[src/rtl/spi_reg_pkg.sv]
// Shared constants, state encoding and helpers for the SPI register bank.
package spi_reg_pkg;

  localparam int         FRAME_BITS     = 16;
  localparam logic [4:0] CNT_FULL       = 5'd16;
  localparam logic [4:0] CNT_SAT        = 5'd17;

  localparam logic [6:0] ADDR_EN_OUT_LO = 7'h00;
  localparam logic [6:0] ADDR_EN_OUT_HI = 7'h01;
  localparam logic [6:0] ADDR_EN_PWM_LO = 7'h02;
  localparam logic [6:0] ADDR_EN_PWM_HI = 7'h03;
  localparam logic [6:0] ADDR_DUTY      = 7'h04;

  typedef enum logic [1:0] {
    IDLE   = 2'd0,
    SHIFT  = 2'd1,
    COMMIT = 2'd2
  } state_t;

  // Saturating bit counter so over-long frames stay distinguishable from 16.
  function automatic logic [4:0] cnt_next(input logic [4:0] cnt);
    cnt_next = (cnt >= CNT_SAT) ? CNT_SAT : (cnt + 5'd1);
  endfunction

endpackage

[src/rtl/sync_edge.sv]
// Multi-flop synchroniser for one async pin, with a history flop for edge pulses.
module sync_edge #(
  parameter int   SYNC_STAGES = 2,
  parameter logic RST_VAL     = 1'b0
) (
  input  logic clk,
  input  logic rst,
  input  logic i_async,
  output logic o_level,
  output logic o_rise,
  output logic o_fall
);

  logic [SYNC_STAGES-1:0] r_sync;
  logic                   r_hist;

  // Synchroniser chain plus one history stage.
  always_ff @(posedge clk) begin
    if (rst) begin
      r_sync <= {SYNC_STAGES{RST_VAL}};
      r_hist <= RST_VAL;
    end else begin
      r_sync <= {r_sync[SYNC_STAGES-2:0], i_async};
      r_hist <= r_sync[SYNC_STAGES-1];
    end
  end

  assign o_level = r_sync[SYNC_STAGES-1];
  assign o_rise  = r_sync[SYNC_STAGES-1] & ~r_hist;
  assign o_fall  = ~r_sync[SYNC_STAGES-1] & r_hist;

endmodule

[src/rtl/spi_reg_bank.sv]
// Write-only SPI mode-0 slave decoding 16-bit frames into five 8-bit control registers.
module spi_reg_bank
  import spi_reg_pkg::*;
#(
  parameter int         SYNC_STAGES = 2,
  parameter logic [6:0] MAX_ADDR    = 7'h04
) (
  input  logic       clk,
  input  logic       rst,
  input  logic       sclk,
  input  logic       copi,
  input  logic       ncs,
  output logic [7:0] en_reg_out_7_0,
  output logic [7:0] en_reg_out_15_8,
  output logic [7:0] en_reg_pwm_7_0,
  output logic [7:0] en_reg_pwm_15_8,
  output logic [7:0] pwm_duty_cycle,
  output logic       wr_strobe,
  output logic       frame_err
);

  logic w_sclk_level, w_sclk_rise, w_sclk_fall;
  logic w_copi_level, w_copi_rise, w_copi_fall;
  logic w_ncs_level,  w_ncs_rise,  w_ncs_fall;
  logic w_unused;
  logic [6:0] w_addr;

  state_t               r_state;
  logic [15:0]          r_shift;
  logic [4:0]           r_cnt;
  logic [SYNC_STAGES:0] r_settle;
  logic                 r_armed;
  logic [7:0]           r_out_lo, r_out_hi, r_pwm_lo, r_pwm_hi, r_duty;
  logic                 r_wr_strobe, r_frame_err;

  sync_edge #(.SYNC_STAGES(SYNC_STAGES), .RST_VAL(1'b0)) u_sync_sclk (
    .clk(clk), .rst(rst), .i_async(sclk),
    .o_level(w_sclk_level), .o_rise(w_sclk_rise), .o_fall(w_sclk_fall)
  );

  sync_edge #(.SYNC_STAGES(SYNC_STAGES), .RST_VAL(1'b0)) u_sync_copi (
    .clk(clk), .rst(rst), .i_async(copi),
    .o_level(w_copi_level), .o_rise(w_copi_rise), .o_fall(w_copi_fall)
  );

  sync_edge #(.SYNC_STAGES(SYNC_STAGES), .RST_VAL(1'b1)) u_sync_ncs (
    .clk(clk), .rst(rst), .i_async(ncs),
    .o_level(w_ncs_level), .o_rise(w_ncs_rise), .o_fall(w_ncs_fall)
  );

  assign w_unused = &{1'b0, w_sclk_level, w_sclk_fall, w_copi_rise, w_copi_fall};
  assign w_addr   = r_shift[14:8];

  // The reset value of the ncs chain can fake a falling edge while the real pin
  // level flushes through; arm only once a genuine high level has been observed.
  always_ff @(posedge clk) begin
    if (rst) begin
      r_settle <= '0;
      r_armed  <= 1'b0;
    end else begin
      r_settle <= {r_settle[SYNC_STAGES-1:0], 1'b1};
      if (r_settle[SYNC_STAGES] && w_ncs_level) begin
        r_armed <= 1'b1;
      end else begin
        r_armed <= r_armed;
      end
    end
  end

  // Frame FSM, shift register, register file and status pulses.
  always_ff @(posedge clk) begin
    if (rst) begin
      r_state     <= IDLE;
      r_shift     <= 16'h0000;
      r_cnt       <= 5'd0;
      r_out_lo    <= 8'h00;
      r_out_hi    <= 8'h00;
      r_pwm_lo    <= 8'h00;
      r_pwm_hi    <= 8'h00;
      r_duty      <= 8'h00;
      r_wr_strobe <= 1'b0;
      r_frame_err <= 1'b0;
    end else begin
      r_wr_strobe <= 1'b0;
      r_frame_err <= 1'b0;
      case (r_state)
        IDLE: begin
          if (w_ncs_fall && r_armed) begin
            r_state <= SHIFT;
            r_shift <= 16'h0000;
            r_cnt   <= 5'd0;
          end else begin
            r_state <= IDLE;
          end
        end
        SHIFT: begin
          if (w_ncs_rise) begin
            r_state <= COMMIT;
          end else if (w_sclk_rise) begin
            r_shift <= {r_shift[14:0], w_copi_level};
            r_cnt   <= cnt_next(r_cnt);
          end else begin
            r_state <= SHIFT;
          end
        end
        COMMIT: begin
          if (r_cnt != CNT_FULL) begin
            r_frame_err <= 1'b1;
          end else if (r_shift[15] && (w_addr <= MAX_ADDR)) begin
            r_wr_strobe <= 1'b1;
            case (w_addr)
              ADDR_EN_OUT_LO: r_out_lo <= r_shift[7:0];
              ADDR_EN_OUT_HI: r_out_hi <= r_shift[7:0];
              ADDR_EN_PWM_LO: r_pwm_lo <= r_shift[7:0];
              ADDR_EN_PWM_HI: r_pwm_hi <= r_shift[7:0];
              ADDR_DUTY:      r_duty   <= r_shift[7:0];
              default:        r_duty   <= r_duty;
            endcase
          end else begin
            r_wr_strobe <= 1'b0;
          end
          if (w_ncs_fall && r_armed) begin
            r_state <= SHIFT;
            r_shift <= 16'h0000;
            r_cnt   <= 5'd0;
          end else begin
            r_state <= IDLE;
          end
        end
        default: r_state <= IDLE;
      endcase
    end
  end

  assign en_reg_out_7_0  = r_out_lo;
  assign en_reg_out_15_8 = r_out_hi;
  assign en_reg_pwm_7_0  = r_pwm_lo;
  assign en_reg_pwm_15_8 = r_pwm_hi;
  assign pwm_duty_cycle  = r_duty;
  assign wr_strobe       = r_wr_strobe;
  assign frame_err       = r_frame_err;

endmodule

[config.mk]
export PLATFORM = sky130hd
export DESIGN_NAME = spi_reg_bank
export DESIGN_NICKNAME = d
export VERILOG_FILES = /design/src/rtl/spi_reg_pkg.sv /design/src/rtl/sync_edge.sv /design/src/rtl/spi_reg_bank.sv
export SDC_FILE = /design/constraint.sdc
export NUM_CORES = 1
export LEC_CHECK = 0
export CORE_MARGIN = 4
export CORE_UTILIZATION = 50
export DETAILED_ROUTE_END_ITERATION = 8
export PLACE_DENSITY = 0.76
export REMOVE_ABC_BUFFERS = 1
export SLEW_MARGIN = 30
export SYNTH_ARGS = -nofsm -noshare
export SYNTH_HDL_FRONTEND = slang
export SYNTH_HIERARCHICAL = 1
export SYNTH_SLANG_ARGS = --single-unit
[constraint.sdc]
create_clock -name clk -period 4.2 [get_ports clk]
set_input_delay 0.42 -clock clk [delete_from_list [all_inputs] [get_ports clk]]
set_output_delay 0.42 -clock clk [all_outputs]
set_load 0.01 [all_outputs]
==> out/results.ini <==
[routing]
num_vias=2069
route.met3.wl_um=292
routed.top_layer=met4
drc=0
drtPass1Iterations=4
viasPerCell=5.278
routedWlPerCell_um=14.89
met2_length_mm=2.705
wl_mm=5.837
ant_nets=0
wl_met1_mm=2.737
first_iter_violations=134

[worst_setup_path]
worstSetupPathType=reg -> reg
cp_max_fo=21
arrival_ns=2.05
required_ns=4.43
startpoint_type=register
critPathCaptureType=register

[grt]
grt_pass1_wl_mm=10.32
grt.total_usage_pct=18.45
gr-total-overflow=0
grt_pass1_vias=2030
antenna_found_initial=0
grt_max_degree=76

[yosys]
postSynthCellCount=269
synth_area_per_cell_um2=10.74
syn_area_um2=2888
yosys_warnings=6

[final_layout]
syn_to_final_growth_pct=24.31
finalNetCount=323
final_common_cell=dfxtp_1
stdcell_area_um2=3590
fin_util_pct=64.79
num_antenna_cells=0
fillerInstances=461
final_cell_mix=dfxtp_1 (77), nor2_1 (60), clkdlybuf4s50_1 (45)
drive_gt1_share_pct=10.31

[clock_tree]
path_clk_slew_ns=0.08
postCtsSetupRepairBufs=0
insertion_delay_ns=0.35
cts_resized=0
cts_buffers=9
htreeDepth=3
cts_root_buffer=clkbuf_8
cts_tree=done
hold_buffers=0
cts_sinks=77
clockBufferDepth=2

[placed_design]
portBuffers=46
post-dp-hpwl_mm=3.718
postPlaceCellArea_um2=3398
post-place-ws_ns=2.342
gp_congestion=0.7533

[pwr]
leakage_nw=1.557
p_per_area_nw_per_um2=361.8
p_total_mw=1.299
max-vdd-ir-drop_mv=0.2688

[timing]
rsz0062_at_grt=no
fmax_mhz=551.0
fin_worst_skew_ns=0.008035
tightest_slew_ns=0.7193
period_minus_slack_ns=1.815
drv_slew=0
slew-limit-headroom_pct=52.05
timing.final.hold_violations=0
finalSetupViolCount=0
finalCritPeriodShare_pct=43.21
setup_tns_ns=0
timing.final.ws_setup_ns=2.385

[floorplanning]
core-area_um2=5540
top_level_ports=47
start_util_pct=52.12
dieArea_um2=7055
die_w_um=84.00
fp.dieH_um=84.00
num_rows=27

[run_status]
run_status=finished clean

[min_path]
hold_class=reg -> reg

[flow_run]
drv_cap=0

## critical path, stage by stage (launching register included)
cell      delay [ns]
dfxtp_1         0.35
nor2b_1         0.20
and4bb_4        0.35
nor2b_4         0.45
nor4b_2         0.11
a211o_1         0.25
## registers in the layout, summed over array words and instances (netlist names)
name	flops
en_reg_out_15_8	8
en_reg_out_7_0	8
en_reg_pwm_15_8	8
en_reg_pwm_7_0	8
frame_err	1
pwm_duty_cycle	8
r_armed	1
r_cnt	5
r_settle	3
r_shift	16
r_state	2
u_sync_copi/r_sync	2
u_sync_ncs/r_hist	1
u_sync_ncs/r_sync	2
u_sync_sclk/r_hist	1
u_sync_sclk/r_sync	2
wr_strobe	1
## power breakdown
part	leakage (nW)	switching [mW]	internal, mW
sequential	0.622	0.00170	0.735
combinational	0.842	0.0142	0.00794
clock	0.0923	0.267	0.273
total	1.56	0.283	1.02
## through the flow
stage / instances / hold slack (ns)
after detailed placement: 376 / 0.3891
after global routing: 392 / 0.4537
final: 392 / 0.4054
after floorplan: 256 / 0.3832
after CTS: 392 / 0.4072
after global placement: 376 / 0.3857
## layer usage
layer | vias to the layer above | GRT usage [%]
met3 | 9 | 6.120
li1 | 1030 | -
met5 | - | 0
met2 | 43 | 28.27
met1 | 987 | 24.10
met4 | 0 | 7.018
## worst paths after layout
kind | start | end | slack (ns) | depth (start not counted)
min reg2reg | u_sync_ncs/r_sync[0]$_SDFF_PP1_ | u_sync_ncs/r_sync[1]$_SDFF_PP1_ | 0.41 | 1
max reg2reg | u_sync_ncs/r_sync[1]$_SDFF_PP1_ | r_cnt[2]$_SDFFE_PP0P_ | 2.39 | 5
max | u_sync_ncs/r_sync[1]$_SDFF_PP1_ | r_cnt[2]$_SDFFE_PP0P_ | 2.39 | 5
min | u_sync_ncs/r_sync[0]$_SDFF_PP1_ | u_sync_ncs/r_sync[1]$_SDFF_PP1_ | 0.41 | 1
## cell type report
type	instances	area (um2)	area share, %
Clock buffer	10	127.6	3.555
Clock inverter	6	63.81	1.778
Sequential cell	77	1541	42.94
Inverter	4	15.01	0.4183
Multi-Input combinational cell	175	1281	35.69
Timing Repair Buffer	48	470.5	13.11
Tap cell	72	90.09	2.510
(Power assumes the default switching activity.)
